==> config.mk <==
export PLATFORM = sky130hd
export DESIGN_NAME = rr_enc_arbiter
export DESIGN_NICKNAME = d
export VERILOG_FILES = /design/src/rtl/rr_enc_arbiter.sv
export SDC_FILE = /design/constraint.sdc
export NUM_CORES = 1
export LEC_CHECK = 0
export CAP_MARGIN = 20
export CORE_UTILIZATION = 51
export DETAILED_ROUTE_END_ITERATION = 10
export GPL_TIMING_DRIVEN = 0
export HOLD_SLACK_MARGIN = 0.05
export PLACE_DENSITY = 0.88
export SLEW_MARGIN = 20
export SYNTH_ARGS = -nofsm -noshare
export SYNTH_HDL_FRONTEND = slang
export SYNTH_SLANG_ARGS = --single-unit
==> constraint.sdc <==
create_clock -name clk -period 2.6 [get_ports clk]
set_input_delay 0.52 -clock clk [delete_from_list [all_inputs] [get_ports clk]]
set_output_delay 0.52 -clock clk [all_outputs]
set_load 0.1 [all_outputs]
==> src/rtl/rr_enc_arbiter.sv <==
// Four-way round-robin arbiter with a one-hot and encoded grant.
// Grants are held until release, owner drop or a hold timeout.
module rr_enc_arbiter #(
  parameter int unsigned MAX_HOLD = 8,
  parameter int unsigned CW       = 4
) (
  input  logic       clk,
  input  logic       rst,
  input  logic [3:0] req,
  input  logic       done,
  output logic [3:0] gnt,
  output logic [1:0] gnt_idx,
  output logic       gnt_vld,
  output logic       timeout
);

  typedef enum logic {
    S_IDLE = 1'b0,
    S_BUSY = 1'b1
  } state_t;

  localparam bit TO_EN = (MAX_HOLD != 0);
  localparam logic [CW-1:0] LIM =
    TO_EN ? CW'(MAX_HOLD - 1) : '0;

  state_t        r_state;
  logic [1:0]    r_ptr;
  logic [CW-1:0] r_hold;
  logic [3:0]    r_gnt;
  logic [1:0]    r_idx;
  logic          r_vld;
  logic          r_to;

  state_t        w_state_nxt;
  logic [1:0]    w_ptr_nxt;
  logic [CW-1:0] w_hold_nxt;
  logic [3:0]    w_gnt_nxt;
  logic [1:0]    w_idx_nxt;
  logic          w_vld_nxt;
  logic          w_to_nxt;

  logic [1:0]    w_win;
  logic          w_any;
  logic          w_own_req;
  logic          w_hit;
  logic          w_rel;
  logic          w_to_only;
  logic          w_sat;

  // Pick the first requester at or after the priority pointer.
  always_comb begin
    logic [1:0] v_pos;
    w_win = r_ptr;
    v_pos = r_ptr;
    for (int k = 3; k >= 0; k--) begin
      v_pos = r_ptr + 2'(k);
      if (req[v_pos]) begin
        w_win = v_pos;
      end
    end
  end

  assign w_any     = |req;
  assign w_own_req = req[r_idx];
  assign w_sat     = &r_hold;

  // Release conditions for the current owner.
  assign w_hit     = TO_EN && (r_hold == LIM);
  assign w_rel     = done | ~w_own_req | w_hit;
  assign w_to_only = w_hit & ~done & w_own_req;

  // Next-state decision.
  always_comb begin
    w_state_nxt = r_state;
    unique case (r_state)
      S_IDLE: begin
        if (w_any) begin
          w_state_nxt = S_BUSY;
        end
      end
      S_BUSY: begin
        if (w_rel) begin
          w_state_nxt = S_IDLE;
        end
      end
      default: w_state_nxt = S_IDLE;
    endcase
  end

  // Next values of the registered outputs and bookkeeping.
  always_comb begin
    w_ptr_nxt  = r_ptr;
    w_hold_nxt = r_hold;
    w_gnt_nxt  = r_gnt;
    w_idx_nxt  = r_idx;
    w_vld_nxt  = r_vld;
    w_to_nxt   = 1'b0;
    unique case (r_state)
      S_IDLE: begin
        w_hold_nxt = '0;
        if (w_any) begin
          w_gnt_nxt = 4'b0001 << w_win;
          w_idx_nxt = w_win;
          w_vld_nxt = 1'b1;
        end else begin
          w_gnt_nxt = '0;
          w_idx_nxt = '0;
          w_vld_nxt = 1'b0;
        end
      end
      S_BUSY: begin
        if (w_rel) begin
          w_gnt_nxt  = '0;
          w_idx_nxt  = '0;
          w_vld_nxt  = 1'b0;
          w_ptr_nxt  = r_idx + 2'd1;
          w_hold_nxt = '0;
          w_to_nxt   = w_to_only;
        end else if (!w_sat) begin
          w_hold_nxt = r_hold + 1'b1;
        end
      end
      default: begin
        w_gnt_nxt  = '0;
        w_idx_nxt  = '0;
        w_vld_nxt  = 1'b0;
        w_hold_nxt = '0;
      end
    endcase
  end

  // State and output registers with synchronous reset.
  always_ff @(posedge clk) begin
    if (rst) begin
      r_state <= S_IDLE;
      r_ptr   <= '0;
      r_hold  <= '0;
      r_gnt   <= '0;
      r_idx   <= '0;
      r_vld   <= 1'b0;
      r_to    <= 1'b0;
    end else begin
      r_state <= w_state_nxt;
      r_ptr   <= w_ptr_nxt;
      r_hold  <= w_hold_nxt;
      r_gnt   <= w_gnt_nxt;
      r_idx   <= w_idx_nxt;
      r_vld   <= w_vld_nxt;
      r_to    <= w_to_nxt;
    end
  end

  assign gnt     = r_gnt;
  assign gnt_idx = r_idx;
  assign gnt_vld = r_vld;
  assign timeout = r_to;

endmodule
==> qor.csv <==
metric,value,unit
dieWidth,39.6,um
p_sw,0.186,mW
path_cells,clkdlybuf4s50_1,
grt-ovfl-total,0,
dieHeight,39.6,um
required,2080,ps
leakage,0.344,nW
post_dp_cell_area,881,um^2
holdBufCountCts,0,
yosys.cell_types.count,37,
cts_made_buffers,3,
dp.final_hpwl,999,um
grt_pass1_vias,510,
yosys_warnings,0,
p_sw_share,34.5,%
grt_usage,19.5,%
drt-initial-drc-count,13,
powerDensity,595,mW/mm^2
clk_latency,280,ps
relSlewSlack,35.1,%
port-buffer-count,14,
slowest_stage,clkdlybuf4s50_1,
clockRootBuffer,clkbuf_4,
final_util,69.8,%
criticalPathCategory,flop to output pin,
fmax,412,MHz
grt_first_pass_wirelength,2.04,mm
final_hold_viol_count,0,
syn_area,722,um^2
worstMarginPinSlew,970,ps
postRouteAntennaNets,0,
grt_max_degree,11,
power_frac_comb,28.0,%
hold_class,flop to flop,
synth.avg_cell_area,10.5,um^2
routed_wl,1.34,mm
setup_ws,176,ps
initial_core_util,55.5,%
drtPass1Iterations,4,
clk_path_buf_depth,2,
cts_tree,yes,
antennaDiodeCount,0,
rsz0062_at_grt,no,
pre_cts_ws,365,ps
ys_ff_latch,15,
holdWs,468,ps
seq_area_frac_synth,41.6,%
max_stage_delay,1170,ps
cts.repair.resized,0,
finalInstanceArea,908,um^2
crit_arrival,1900,ps
layout-drive-gt1-share,17.2,%
ys_async_sr_fraction,0,%
cp-end-kind,output pin,
vias,589,
dieArea,0.00157,mm^2
skew,6.06,ps
status,"finished, final reports clean",
finalNetCount,96,
tns,0,ps
drc,0,
vias_per_cell,5.77,
postCtsSetupRepairBufs,0,
clk_pin_slew,90,ps
rows,13,
io-pin-count,15,
worst-path-max-fanout,5,
n_fill_cell,110,
h-tree-depth,1,
syn_nets,77,
path_buf_inv,1,
fin_crit_sh,93.2,%
synthFlopType,dfxtp_1,
postSynthCellCount,69,
sequentialPowerShare,47.5,%
synth-edff-count,0,
syn_to_final_growth,25.8,%
vdd.ir_drop.worst,0.380,mV
finalCriticalPeriod,2420,ps
start_kind,flop,
p_int,0.354,mW
cp_top_family,buffers and inverters,
max_cap_violations,0,
setup_viol,0,
place_congestion,0.859,
maxSlewViolCount,0,
clockPowerShare,24.5,%
design.core.area,0.00130,mm^2
grt_antenna_before_repair,0,
wl_per_cell,13.1,um
clock_sinks,15,
per-stage QoR:
step | std cells | power (mW)
5_1_grt | 102 | 0.563
6_report | 102 | 0.540
2_1_floorplan | 69 | 0.372
4_1_cts | 102 | 0.548
3_3_place_gp | 98 | 0.411
3_5_place_dp | 98 | 0.413
cells in the mapped netlist, drive strengths merged (2+ instances only):
library cell	n	share of area, %
dfxtp	15	42
a21oi	3	2.1
o2bb2ai	2	2.4
nor2	4	2.1
a211oi	2	2.1
nand2	2	1.0
inv	3	1.6
xor2	2	2.4
nor2b	3	2.6
o21ai	2	1.4
nor3	3	2.1
a21o	2	2.3
nand3	2	1.4
a22o	3	4.0
power by group through the flow:
stage / sequential (mW) / clock, mW / combinational [mW]
3_3_place_gp: 0.261 / 0 / 0.150
6_report: 0.256 / 0.132 / 0.151
3_5_place_dp: 0.262 / 0 / 0.151
5_1_grt: 0.258 / 0.146 / 0.159
4_1_cts: 0.256 / 0.140 / 0.152
2_1_floorplan: 0.318 / 0 / 0.0540
cells in the final DEF, fill, tap and decap left out, types with 2 or more instances in the layout:
cell type and instances:
o21ai_0 2, a22o_2 2, nand3_1 2, a21oi_1 3
clkdlybuf4s50_1 14, nand2_1 2, nor3_1 3, inv_1 3
clkbuf_4 3, o2bb2ai_1 2, a211oi_1 2, nor2b_1 3
dfxtp_1 15, nor2_1 4, xor2_1 2
metal layers:
layer / vias up / GRT usage (%) / part of all wire, %
li1: 296 / - / -
met5: - / 0 / 0
met3: 4 / 3.41 / 3.4
met4: 0 / 11.2 / 2.2
met2: 16 / 29.9 / 45
met1: 273 / 25.2 / 50
state kept, by name (all words and copies together), names as in the netlist:
signal,cells
gnt_vld,1
r_hold,4
gnt_idx,2
r_state,1
gnt,4
r_ptr,2
timeout,1
path summary, 6_finish.rpt:
kind / start / end / slack [ps] / cells past startpoint
worst max register to register: gnt_idx[0]$_SDFFE_PP0P_ / gnt_idx[1]$_SDFFE_PP0P_ / 950 / 4
worst min-delay path: gnt_vld$_SDFFE_PP0P_ / gnt_vld$_SDFFE_PP0P_ / 470 / 1
worst max-delay path: gnt_idx[0]$_SDFFE_PP0P_ / gnt_idx[0] / 180 / 1
worst min register to register: gnt_vld$_SDFFE_PP0P_ / gnt_vld$_SDFFE_PP0P_ / 470 / 1
layout make-up:
| class | instances | area [um^2] | share of cell area (%) |
|---|---|---|---|
| buffer | 1 | 11.3 | 1.24 |
| inverter | 3 | 11.3 | 1.24 |
| tap | 15 | 18.8 | 2.07 |
| multi-input combinational | 50 | 399 | 43.9 |
| clock inverter | 1 | 5.00 | 0.551 |
| timing repair buffer | 14 | 140 | 15.4 |
| clock buffer | 3 | 22.5 | 2.48 |
| sequential | 15 | 300 | 33.1 |
cells by family after synthesis:
family                   Yosys count  synth area share (%)
AO/OA/AOI/OAI                     20                  25.0
XOR/XNOR                           3                  3.64
AND/OR/NAND/NOR                   23                  18.9
buffers and inverters              4                  3.12
multiplexers                       3                  6.07
flip-flops                        15                  41.6
adder cells (fa/ha/maj)            1                  1.73
(Power assumes the default switching activity.)
